`config.mk`:
```
export PLATFORM = sky130hd
export DESIGN_NAME = approx_serial_subtractor
export DESIGN_NICKNAME = d
export VERILOG_FILES = /design/src/rtl/approx_serial_subtractor.sv
export SDC_FILE = /design/constraint.sdc
export NUM_CORES = 1
export LEC_CHECK = 0
export ABC_AREA = 1
export BUFFER_PORTS_ARGS = -buffer_cell sky130_fd_sc_hd__buf_2
export CORE_MARGIN = 4
export CORE_UTILIZATION = 57
export CTS_BUF_LIST = sky130_fd_sc_hd__clkbuf_8 sky130_fd_sc_hd__clkbuf_16
export DETAILED_ROUTE_END_ITERATION = 10
export GPL_ROUTABILITY_DRIVEN = 1
export PLACE_DENSITY_LB_ADDON = 0.3
export SYNTH_ARGS = -nofsm -noshare
export SYNTH_HDL_FRONTEND = slang
export SYNTH_SLANG_ARGS = --single-unit
```
`constraint.sdc`:
```
create_clock -name clk -period 5.17 [get_ports clk]
set_input_delay 1.551 -clock clk [delete_from_list [all_inputs] [get_ports clk]]
set_output_delay 1.551 -clock clk [all_outputs]
set_load 0.01 [all_outputs]
```
`src/rtl/approx_serial_subtractor.sv`:
```
// approx_serial_subtractor
// Bit-serial approximate subtractor, LSB first: Diff = A - B - Bin.
// The lowest APPROX_BITS cells drop the incoming borrow from their borrow-out;
// the cells above them are exact. There is a valid/ready handshake on both sides.

module approx_serial_subtractor #(
    parameter int N           = 8,
    parameter int APPROX_BITS = 3
) (
    input  logic         clk,
    input  logic         rst,
    input  logic         in_valid,
    output logic         in_ready,
    input  logic [N-1:0] A,
    input  logic [N-1:0] B,
    input  logic         Bin,
    output logic         out_valid,
    input  logic         out_ready,
    output logic [N-1:0] Diff,
    output logic         Bout
);

    localparam int CW = (N > 1) ? $clog2(N) : 1;

    // One flag per bit position: set where the cell uses the approximate borrow
    function automatic logic [N-1:0] approx_mask();
        logic [N-1:0] m;
        m = '0;
        for (int i = 0; i < N; i++) begin
            if (i < APPROX_BITS) begin
                m[i] = 1'b1;
            end
        end
        return m;
    endfunction

    localparam logic [N-1:0] APPROX_MASK = approx_mask();

    typedef enum logic [1:0] {
        IDLE = 2'd0,
        RUN  = 2'd1,
        DONE = 2'd2
    } state_t;

    state_t        state;
    logic [CW-1:0] cnt;
    logic [N-1:0]  a_reg;
    logic [N-1:0]  b_reg;
    logic          borrow;

    logic a_bit;
    logic b_bit;
    logic d_bit;
    logic bo_bit;

    // Subtractor cell for the bit selected by the counter
    always_comb begin
        a_bit = a_reg[cnt];
        b_bit = b_reg[cnt];
        d_bit = a_bit ^ b_bit ^ borrow;
        if (APPROX_MASK[cnt]) begin
            bo_bit = ~a_bit & b_bit;
        end else begin
            bo_bit = (~a_bit & b_bit) | (~(a_bit ^ b_bit) & borrow);
        end
    end

    // Control FSM, operand capture and result assembly, all with registered outputs
    always_ff @(posedge clk) begin
        if (rst) begin
            state     <= IDLE;
            in_ready  <= 1'b1;
            out_valid <= 1'b0;
            Diff      <= '0;
            Bout      <= 1'b0;
            cnt       <= '0;
            a_reg     <= '0;
            b_reg     <= '0;
            borrow    <= 1'b0;
        end else begin
            case (state)
                IDLE: begin
                    if (in_valid && in_ready) begin
                        a_reg    <= A;
                        b_reg    <= B;
                        borrow   <= Bin;
                        cnt      <= '0;
                        in_ready <= 1'b0;
                        state    <= RUN;
                    end
                end
                RUN: begin
                    Diff[cnt] <= d_bit;
                    borrow    <= bo_bit;
                    if (cnt == CW'(N - 1)) begin
                        Bout      <= bo_bit;
                        out_valid <= 1'b1;
                        cnt       <= '0;
                        state     <= DONE;
                    end else begin
                        cnt <= cnt + 1'b1;
                    end
                end
                DONE: begin
                    if (out_ready) begin
                        out_valid <= 1'b0;
                        in_ready  <= 1'b1;
                        state     <= IDLE;
                    end
                end
                default: begin
                    state <= IDLE;
                end
            endcase
        end
    end

endmodule

```
Yosys cells after proc, flatten, opt, wreduce, memory -nomap -nowiden
Memories as Yosys holds them, arrays and structs flattened. A register that Yosys moved wholly into a read port is not among the register bits.
Index checks and enable logic that the tools add are counted.
{"block": "totals", "register_bits": 33, "romBits": 8, "elab_cells": 64, "memories": 1}
{"block": "op_classes", "n_addsub": 1, "order_cmp": 2, "eq_ne": 6, "n_mux": 26, "n_bitwise": 7, "reduce_logical": 12}
{"name": "(no name shown)", "depth": 8, "width": 1, "rd": 1, "rd_clocked_by_memory_dff": 1, "wr": 0, "line": "61", "text": "if (APPROX_MASK[cnt]) begin"}
{"op": "3-bit two-way mux", "count": 4}
{"op": "1-bit two-way mux", "count": 10}
{"op": "3-bit AND reduction", "count": 3}
{"op": "8-bit bitwise mux", "count": 1}
{"op": "1-bit binary-select mux with 3-bit select", "count": 2}
{"op": "2-bit two-way mux", "count": 3}
{"op": "2-bit inequality test, second input constant", "count": 3}
{"op": "1-bit case mux with 2 select lines", "count": 3}
{"op": "2-bit case mux with 3 select lines", "count": 1}
{"op": "3-bit case mux with 2 select lines", "count": 1}
{"op": "2-bit AND reduction", "count": 3}
{"op": "2-bit nonzero test", "count": 3}
{"op": "3-bit by 4-bit less-than comparator with 1-bit output, second input constant", "count": 1}
{"op": "3-bit by 1-bit adder with 3-bit output, second input constant", "count": 1}
{"op": "1-bit demux with 3-bit select", "count": 1}
{"op": "3-bit == test, second input constant", "count": 1}
{"op": "3-bit by 1-bit >= comparator with 1-bit output, second input constant", "count": 1}
{"op": "1-bit AND", "count": 2}
{"op": "2-bit by 1-bit == test with 1-bit output, second input constant", "count": 1}
{"op": "2-bit == test, second input constant", "count": 1}
{"op": "1-bit logical AND", "count": 2}
{"op": "2-bit zero test", "count": 1}
{"op": "1-bit NOT", "count": 2}
{"op": "1-bit XOR", "count": 2}
{"op": "1-bit bitwise OR", "count": 1}

Longest topological paths before layout
{"block": "depth", "word_depth": 8, "depth_mapped": 14, "depth_no_buf": 13}

Least setup slack after synthesis
OpenSTA, ideal clock, no wires.
{"block": "synth_timing", "path_kind": "in2reg", "startpoint": "input port in_valid", "endpoint": "register a_reg[0]", "setup_time_ps": 116, "t_arrival_ps": 2109, "required_time_ps": 5054, "setup_slack_ps": 2945, "path_stages": 6, "path_buffers": 1, "path_cell_list": "nand2_1 -> inv_2 -> nand2_4 -> buf_2 -> o21ai_0 -> nor2_1"}
{"block": "synth_via", "elab_chain_len": 2}
{"element": "from (decl)", "line": "12", "text": "input logic in_valid,"}
{"element": "1-bit logical AND", "line": "83", "text": "if (in_valid && in_ready) begin"}
{"element": "2-bit AND reduction (no source line)"}
{"element": "to (signal assigned)", "line": "77", "text": "a_reg <= '0;"}
{"element": "to (signal assigned)", "line": "84", "text": "a_reg <= A;"}
{"element": "to (decl)", "line": "47", "text": "logic [N-1:0] a_reg;"}
No other way between the ends.
A chain may end at the register's enable or synchronous reset.

==> flow_summary.yaml <==
pwr:
  irDropWorstVdd_uv: 258
  p_per_area_mw_per_mm2: 321
  leakage_nw: 0.859
floorplan:
  start_util: 0.616
  io_pins: 32
  rows: 18
  die_width_um: 60.7
  die_area_sq_mm: 0.00368
  fp.dieH_um: 60.7
  core_sq_mm: 0.00257
timing:
  rsz0062_at_grt: "false"
  slew_viol_final: 0
  hold_viol_final: 0
  max_freq_mhz: 418
  slew_headroom: 0.534
  period_minus_slack_ps: 2390
  period_share: 0.463
  skew_ps: 4.82
  tightestPinTransition_ps: 699
  setup_viol: 0
  tns_ps: 0
  setup_ws_ps: 2780
drt:
  first_iter_violations: 70
  first_pass_iters: 4
  routed-via-count: 1427
  wire_per_inst_um: 10.8
  vias_per_cell: 5.04
  final_antenna_net_count: 0
  drc: 0
  totalWireLength_um: 3050
job:
  drv_cap: 0
place:
  io_buffers: 31
  placed_cell_area_sq_mm: 0.00169
  hpwl_um: 2140
  routabilityCongestion: 0.842
  dpl_worst_slack_ps: 2490
setup_path:
  worstPathRequired_ps: 5330
  worstReg2RegEnd: "borrow"
  max_stage_delay_ps: 520
  crit_path_end_kind: "register"
  crit_path_cell_trace: "buf_2 -> inv_1 -> nand3_1 -> nor2_1 -> nor2_1"
  crit_buf_inv: 2
  r2r_slack_ps: 2830
  cp.arrival_ps: 2560
  rr_worst_depth: 12
  critPathKind: "in2reg"
  slowest_stage: "inv_1"
  cpMostUsedCell: "nor2_1"
  crit_fanout: 27
  crit_family: "buffers and inverters"
  r2r_start: "cnt[0]"
  start_kind: "input port"
layout:
  antennaDiodeCount: 0
  fillers: 247
  area_growth_pct: 11.9
  final_cell_area_sq_mm: 0.00177
  drive_gt1_frac: 0.194
  fin_nets: 278
clock_network:
  clock_latency_ps: 280
  clock-root-buffer: "clkbuf_8"
  clock_path_buffers: 2
  cts_tree: "yes"
  cts_made_buffers: 5
  path_clk_slew_ps: 60
  holdBufCountCts: 0
  htreeDepth: 2
  cts-resized-gates: 0
  post-cts-setup-buffers: 0
  cts.sinks: 34
synth:
  yosys.cell_types.count: 22
  synth_seq_area_share: 0.430
  synthCells: 224
  syn-cell-area_sq_mm: 0.00158
  yosys.area.top_type_share: 0.430
  synth_seq_cells: 34
  synth_area_leader_cell: "dfxtp_1"
  synth_area_leaders: "dfxtp_1 (43%), nand2_1 (13%), nor2_1 (11%), o21ai_0 (6.3%), a21oi_1 (4.4%)"
  yosysWarnings: 0
  synth_area_per_cell_sq_um: 7.07
  synth_fp_nets: 249
global_routing:
  antenna_found_initial: 0
  use_met1: 0.243
  met3_usage: 0.0638
  use_met2: 0.295
  track_usage: 0.188
  grt.overflow.total: 0
  grt_busiest_layer: "met2"
  grt_max_degree: 28
  grt_pass1_wl_um: 5220
  grt_pass1_vias: 1264
hold_path:
  whs_path_depth: 2
  hp-class: "reg2reg"
  holdPathEnd: "out_valid"
  min-delay-start: "out_valid"
outcome:
  status: "completed"
==> power breakdown <==
| group | switching, mW | internal, mW | leakage (nW) | total, mW |
|---|---|---|---|---|
| logic | 0.0633 | 0.0352 | 0.534 | 0.0985 |
| clock network | 0.0843 | 0.0885 | 0.0466 | 0.173 |
| registers | 0.0163 | 0.281 | 0.279 | 0.298 |
==> area by class of cell <==
cell class | instances | area [sq um] | share of cell area
clock buffer | 5 | 68.8 | 0.0389
inverter | 14 | 55.1 | 0.0311
clock inverter | 2 | 7.51 | 0.00424
sequential | 34 | 681 | 0.384
multi-input combinational | 167 | 766 | 0.433
tap | 30 | 37.5 | 0.0212
timing repair buffer | 31 | 155 | 0.0876
==> routing by layer <==
| layer | vias up | wire [um] |
|---|---|---|
| li1 | 771 | - |
| met1 | 606 | 1470 |
| met2 | 46 | 1310 |
| met3 | 4 | 229 |
| met4 | 0 | 31 |
| met5 | - | 0 |
==> cells in the mapped netlist <==
master / number
nand2_1: 54
nor2_1: 46
dfxtp_1: 34
o21ai_0: 20
a21oi_1: 14
nand3_1: 13
o21ai_1: 8
inv_1: 7
inv_2: 6
buf_6: 4
buf_2: 3
ha_1: 3
nand2_2: 3
buf_4: 1
clkbuf_8: 1
fa_1: 1
inv_4: 1
nand2_4: 1
nand3b_1: 1
nor2_2: 1
o21a_1: 1
or2_2: 1
==> cells by family after synthesis <==
group / count (synthesis) / share of synthesized area
and+or+nand+nor: 120 / 0.310
AOI/OAI and AO/OA: 43 / 0.138
DFF: 34 / 0.430
buffers and inverters: 23 / 0.0862
adders and majority gates: 4 / 0.0364
==> placed cells by master, fill, tap and decap left out <==
cell / count
nand2_2: 3
or2_2: 1
o21a_1: 1
inv_1: 9
nor2_2: 1
a21oi_1: 14
nand3_1: 13
dfxtp_1: 34
o21ai_0: 20
inv_2: 6
nand3b_1: 1
fa_1: 1
nor2_1: 46
o21ai_1: 8
buf_2: 31
clkbuf_8: 5
nand2_1: 54
ha_1: 3
inv_4: 1
nand2_4: 1
==> how the worst max path moves through the flow <==
| stage | from | endpoint | depth (start not counted) |
|---|---|---|---|
| floorplan | in_valid | a_reg[0] | 6 |
| global placement | rst | register | 5 |
| detailed placement | rst | register | 5 |
| CTS | rst | register | 5 |
| global route | rst | register | 5 |
| finish | rst | register | 5 |
==> worst register-to-register path, cell delays in order (launching register included) <==
cell	delay, ps
dfxtp_1	680
inv_2	240
nand2_1	110
nand2_1	60
nand2_1	50
nand2_1	50
nand2_1	60
nand2_2	80
fa_1	380
nor2_1	100
a21oi_1	70
or2_2	280
a21oi_1	120
==> stage by stage <==
stage	util	total power, mW	hold WS (ps)	instances
floorplan	-	0.382	454	224
global placement	0.660	0.399	453	276
detailed placement	0.660	0.402	454	276
CTS	0.690	0.573	466	283
global route	0.690	0.605	502	283
finish	0.690	0.569	461	283
No activity file was read; power rests on OpenSTA's default activity.
